## src/rtl/handshake_stream_packer_if.sv

```systemverilog
// Boundary bundle of the stream packer: narrow input stream in, wide packed stream out.
// Pure wiring: no storage, no latency.
// Backpressure travels on input_ready / output_ready; master is the packer, slave is its environment.
interface handshake_stream_packer_if #(
    parameter int W  = 8,
    parameter int N  = 4,
    parameter int CW = $clog2(N + 1)
);
    logic             input_valid;
    logic             input_ready;
    logic [W-1:0]     input_payload;
    logic             input_last;
    logic             output_valid;
    logic             output_ready;
    logic [N*W-1:0]   output_payload;
    logic [N-1:0]     output_keep;
    logic [CW-1:0]    output_count;
    logic             output_last;

    modport master (
        input  input_valid, input_payload, input_last, output_ready,
        output input_ready, output_valid, output_payload, output_keep,
        output output_count, output_last
    );

    modport slave (
        output input_valid, input_payload, input_last, output_ready,
        input  input_ready, output_valid, output_payload, output_keep,
        input  output_count, output_last
    );
endinterface

```

## src/rtl/handshake_stream_packer.sv

```systemverilog
// Packs up to N consecutive W-bit beats into one N*W-bit beat; input_last closes a group early.
// Latency: packed beat valid the cycle after the closing input fire; full throughput, no bubbles.
// Backpressure: input_ready = !output_valid || output_ready, combinational from the registered output state only.
module handshake_stream_packer #(
    parameter int W  = 8,
    parameter int N  = 4,
    parameter int CW = $clog2(N + 1)
) (
    input  logic                       clk,
    input  logic                       rst,
    handshake_stream_packer_if.master  bus
);
    // Lane index width; a single-lane packer still needs one bit to keep the logic legal.
    localparam int CNTW = (N > 1) ? $clog2(N) : 1;

    logic [N*W-1:0]  r_buf;
    logic [N-1:0]    r_keep;
    logic [CW-1:0]   r_count;
    logic [CNTW-1:0] r_cnt;
    logic            r_valid;
    logic            r_last;

    logic            w_in_rdy;
    logic            w_in_fire;
    logic            w_out_fire;
    logic [CNTW-1:0] w_base;

    logic [N*W-1:0]  w_nxt_buf;
    logic [N-1:0]    w_nxt_keep;
    logic [CW-1:0]   w_nxt_count;
    logic [CNTW-1:0] w_nxt_cnt;
    logic            w_nxt_valid;
    logic            w_nxt_last;

    // Ready while reset is held so upstream never stalls on us; fires during reset are dropped below.
    assign w_in_rdy   = rst || !r_valid || bus.output_ready;
    assign w_in_fire  = bus.input_valid && w_in_rdy;
    assign w_out_fire = r_valid && bus.output_ready;

    // A beat accepted in the same cycle the packed beat leaves starts a fresh group in lane 0.
    assign w_base = w_out_fire ? '0 : r_cnt;

    // Next-state: drain on output fire, then merge any accepted beat on top of the (possibly cleared) buffer.
    always_comb begin
        w_nxt_buf   = r_buf;
        w_nxt_keep  = r_keep;
        w_nxt_count = r_count;
        w_nxt_cnt   = r_cnt;
        w_nxt_valid = r_valid;
        w_nxt_last  = r_last;

        if (w_out_fire) begin
            w_nxt_buf   = '0;
            w_nxt_keep  = '0;
            w_nxt_count = '0;
            w_nxt_cnt   = '0;
            w_nxt_valid = 1'b0;
            w_nxt_last  = 1'b0;
        end

        if (w_in_fire) begin
            w_nxt_buf[w_base*W +: W] = bus.input_payload;
            w_nxt_keep[w_base]       = 1'b1;
            w_nxt_count              = CW'(w_base) + CW'(1);
            if ((w_base == CNTW'(N - 1)) || bus.input_last) begin
                w_nxt_valid = 1'b1;
                w_nxt_last  = bus.input_last;
                w_nxt_cnt   = '0;
            end else begin
                w_nxt_cnt   = w_base + CNTW'(1);
            end
        end
    end

    // State register; reset wipes any partial group so nothing is emitted for it.
    always_ff @(posedge clk) begin
        if (rst) begin
            r_buf   <= '0;
            r_keep  <= '0;
            r_count <= '0;
            r_cnt   <= '0;
            r_valid <= 1'b0;
            r_last  <= 1'b0;
        end else begin
            r_buf   <= w_nxt_buf;
            r_keep  <= w_nxt_keep;
            r_count <= w_nxt_count;
            r_cnt   <= w_nxt_cnt;
            r_valid <= w_nxt_valid;
            r_last  <= w_nxt_last;
        end
    end

    assign bus.input_ready    = w_in_rdy;
    assign bus.output_valid   = r_valid;
    assign bus.output_payload = r_buf;
    assign bus.output_keep    = r_keep;
    assign bus.output_count   = r_count;
    assign bus.output_last    = r_last;
endmodule

```

## src/flat_wrapper.sv

```systemverilog
// flat-port wrapper written by rule: the top's interface ports become plain ports
module handshake_stream_packer_flat 
#(
    parameter int W  = 8,
    parameter int N  = 4,
    parameter int CW = $clog2(N + 1)
)
  (clk, rst, bus_input_valid, bus_input_payload, bus_input_last, bus_output_ready, bus_input_ready, bus_output_valid, bus_output_payload, bus_output_keep, bus_output_count, bus_output_last);
  handshake_stream_packer_if #(.W(W), .N(N), .CW(CW)) bus_i ();
  input  logic clk;
  input  logic rst;
  input wire logic [$bits(bus_i.input_valid)-1:0] bus_input_valid;
  input wire logic [$bits(bus_i.input_payload)-1:0] bus_input_payload;
  input wire logic [$bits(bus_i.input_last)-1:0] bus_input_last;
  input wire logic [$bits(bus_i.output_ready)-1:0] bus_output_ready;
  output wire logic [$bits(bus_i.input_ready)-1:0] bus_input_ready;
  output wire logic [$bits(bus_i.output_valid)-1:0] bus_output_valid;
  output wire logic [$bits(bus_i.output_payload)-1:0] bus_output_payload;
  output wire logic [$bits(bus_i.output_keep)-1:0] bus_output_keep;
  output wire logic [$bits(bus_i.output_count)-1:0] bus_output_count;
  output wire logic [$bits(bus_i.output_last)-1:0] bus_output_last;
  assign bus_i.input_valid = bus_input_valid;
  assign bus_i.input_payload = bus_input_payload;
  assign bus_i.input_last = bus_input_last;
  assign bus_i.output_ready = bus_output_ready;
  assign bus_input_ready = bus_i.input_ready;
  assign bus_output_valid = bus_i.output_valid;
  assign bus_output_payload = bus_i.output_payload;
  assign bus_output_keep = bus_i.output_keep;
  assign bus_output_count = bus_i.output_count;
  assign bus_output_last = bus_i.output_last;
  handshake_stream_packer #(.W(W), .N(N), .CW(CW)) u_core (.clk(clk), .rst(rst), .bus(bus_i));
endmodule
```

## config.mk

```make
export PLATFORM = sky130hd
export DESIGN_NAME = handshake_stream_packer_flat
export DESIGN_NICKNAME = d
export VERILOG_FILES = /design/src/rtl/handshake_stream_packer_if.sv /design/src/rtl/handshake_stream_packer.sv /design/src/flat_wrapper.sv
export SDC_FILE = /design/constraint.sdc
export NUM_CORES = 1
export LEC_CHECK = 0
export ABC_AREA = 1
export CAP_MARGIN = 20
export CORE_MARGIN = 5
export CORE_UTILIZATION = 30
export DETAILED_ROUTE_END_ITERATION = 16
export PLACE_DENSITY = 0.61
export SLEW_MARGIN = 10
export SYNTH_ARGS = -nofsm -noshare
export SYNTH_HDL_FRONTEND = slang
export SYNTH_SLANG_ARGS = --single-unit
```

## constraint.sdc

```tcl
create_clock -name clk -period 3.2 [get_ports clk]
set_input_delay 0.64 -clock clk [delete_from_list [all_inputs] [get_ports clk]]
set_output_delay 0.64 -clock clk [all_outputs]
set_load 0.05 [all_outputs]
```

==> metrics.md <==
| Metric | Value |
|---|---|
| Total CTS buffers | `5` |
| Synth Instances | `346` |
| FP Rows | `31` |
| Crit. End Element | `primary output` |
| DR iter-0 viols | `215` |
| Core ar. | `7180 um2` |
| Data arrival, critical path | `approximately 2000 ps` |
| DRC | `0` |
| Share of layout cells above drive strength 1 | `approximately 4.6%` |
| Maxcap violations | `0` |
| Post-DRT Antenna Nets | `0` |
| Syn_area_per_cell | `roughly 6.3 um2` |
| Leak | `between 1 and 1.5 nW` |
| Pwr per Cell Area | `415 nW/um2` |
| Number of global-route vias before repair | `2,027` |
| CTS tree | `done` |
| Register bit count reported by yosys | `43` |
| Global route overflow | `0` |
| Die area | `between 9000 and 10,000 um2` |
| Initial Util | `a little under a third` |
| Sequential Area | `861 um2` |
| CP Max Fanout | `12` |
| F_max | `377 MHz` |
| CP required | `2560 ps` |
| Endpoints failing setup | `0` |
| Post-CTS setup buffers | `0` |
| Status | `complete, no violations` |
| Min-delay worst type | `register to register` |
| Synth warn | `0` |
| Synth Flop Type | `dfxtp_1` |
| Transition time of the tightest slew-check pin | `589 ps` |
| Placed cells | `between 400 and 500` |
| DR top layer | `met4` |
| Most frequent cells in the layout | `132 x nand2_1, 101 x nor2_1, 53 x clkdlybuf4s50_1, 43 x dfxtp_1, 15 x nand3_1` |
| Cell Area, Synth | `~2200 um2` |
| Crit path time final | `2650 ps` |
| Peak VDD IR | `0.000141 V` |
| Synth cell types | `17` |
| Clock Pin Slew Worst Setup and Hold Paths | `around 80 ps` |
| Routability cong. | `between 0.8 and 0.9` |
| Die Width | `95.3 um` |
| CTS Root Cell | `clkbuf_8` |
| Critical path class | `input pin to primary output` |
| Buffers on Ports | `54` |
| Dpl hpwl | `4190 um` |
| Area growth from synthesis to layout | `30.7%` |
| Seq/Total Area, Yosys | `39.4%` |
| Met3 WL post-DR | `~240 um` |
| Most common cell after layout, fill and taps aside | `nand2_1` |
| Pre-antenna DRT Iters | `4` |
| Slew HR | `60.6%` |
| Setup TNS | `0 ps` |
| # diodes | `0` |
| GRT Total Usage | `around an eighth` |
| Routed vias | `2,160` |
| Post-synth ARST share | `0%` |
| Clk sink count | `43` |
| Final Max Slew Viols | `0` |
| Vias per cell | `4.38` |
| Final Skew | `approximately 16 ps` |
| Syn Nets | `between 300 and 400` |
| Area of the multi-input gates | `approximately 1200 um2` |
| PostCTS Resize Cnt | `0` |
| Initial antenna violation count | `0` |
| Largest net degree at the start of global routing | `41` |
| Ports | `55` |
| WL met2 | `2560 um` |
| Final wirelength | `5840 um` |
| Cts hold-fix bufs | `0` |
| WL met1 | `2940 um` |
| First-pass GRT wire length | `between 9000 and 10,000 um` |
| Chip height | `approximately 95 um` |
| NumNets Final | `around 410` |
| H-tree levels | `2` |
| Maximum clock path buffer count | `2` |
| Worst-skew pair later-pin latency | `300 ps` |
| Wirelength per Cell | `11.8 um` |
| Filler cells | `776` |
| EDFF count, synth | `0` |
| Fin crit share | `82.8%` |
| Final instance count without filler cells | `slightly below 500` |
| Kind of launch point of the worst setup path | `input pin` |
| Final hold violations | `0` |
| RSZ-0062 raised after global routing | `false` |
==> Yosys cell counts (2+ instances only) <==
| cell type | number | area [um2] |
|---|---|---|
| a21oi_1 | 9 | 45.0 |
| buf_2 | 9 | 45.0 |
| buf_6 | 3 | 33.8 |
| clkbuf_1 | 4 | 15.0 |
| dfxtp_1 | 43 | 861 |
| ha_1 | 8 | 100 |
| inv_1 | 12 | 45.0 |
| nand2_1 | 132 | 495 |
| nand3_1 | 15 | 75.1 |
| nand3_2 | 3 | 30.0 |
| nand3_4 | 2 | 35.0 |
| nor2_1 | 101 | 379 |
==> sequential cells by signal, summed over array words and instances, names as in the netlist <==
name and flops:
u_core.bus.output_payload 32, u_core.bus.output_last 1, u_core.bus.output_valid 1, u_core.r_cnt 2
u_core.bus.output_keep 4, u_core.bus.output_count 3
==> per-stage QoR <==
| stage | util (%) | setup WS [ps] | area [um2] | total power (W) | hold WS, ps |
|---|---|---|---|---|---|
| global route | 39.8 | 326 | 2860 | 0.00125 | 499 |
| global placement | 38.6 | 425 | 2770 | 0.000864 | 465 |
| finish | 39.8 | 550 | 2860 | 0.00119 | 482 |
| floorplan | - | 914 | 2180 | 0.000776 | 569 |
| detailed placement | 38.6 | 343 | 2770 | 0.000864 | 468 |
| CTS | 39.8 | 535 | 2860 | 0.00120 | 482 |
==> final cells by class <==
class | instances | area share (%)
flip-flops and latches | 43 | 30.1
clock inverters | 3 | 0.526
repair buffers | 57 | 19.6
well taps | 99 | 4.34
multi-input cells | 273 | 41.2
inverters | 13 | 1.71
clock buffers | 5 | 2.41
==> worst paths after layout <==
check | to | startpoint | slack, ps | depth (start not counted)
setup / recovery | bus_input_ready | rst | 550 | 4
hold / removal | u_core.bus.output_keep[2] | u_core.bus.output_keep[2] | 480 | 2
setup reg to reg | u_core.bus.output_payload[20] | u_core.bus.output_valid | 1050 | 12
hold reg to reg | u_core.bus.output_keep[2] | u_core.bus.output_keep[2] | 480 | 2
==> routing by layer <==
metal / global-route usage (%) / up-vias
met5: 0 / -
met4: 4.69 / 0
met3: 3.55 / 9
met2: 19.6 / 52
met1: 18.6 / 952
li1: - / 1147
==> power breakdown <==
part	leakage (nW)	internal (W)	total [W]	switching (W)
Sequential	0.350	0.000558	0.000573	0.0000151
Clock	0.0477	0.000150	0.000335	0.000185
Combinational	0.965	0.0000893	0.000277	0.000188
Total	1.36	0.000797	0.00119	0.000388
==> critical path: stages <==
cell and delay (ps):
clkdlybuf4s50_1 620, inv_2 150, nand3_2 290, buf_4 310
==> logic make-up (layout without fill, tap and decap cells) <==
kind of cell	Yosys count	after routing	share of synthesized area [%]
simple gates	254	254	46.7
flops	43	43	39.4
buf+inv	30	78	6.70
compound gates	11	11	2.58
fa+ha+maj	8	8	4.58
No activity file was read; power rests on OpenSTA's default activity.
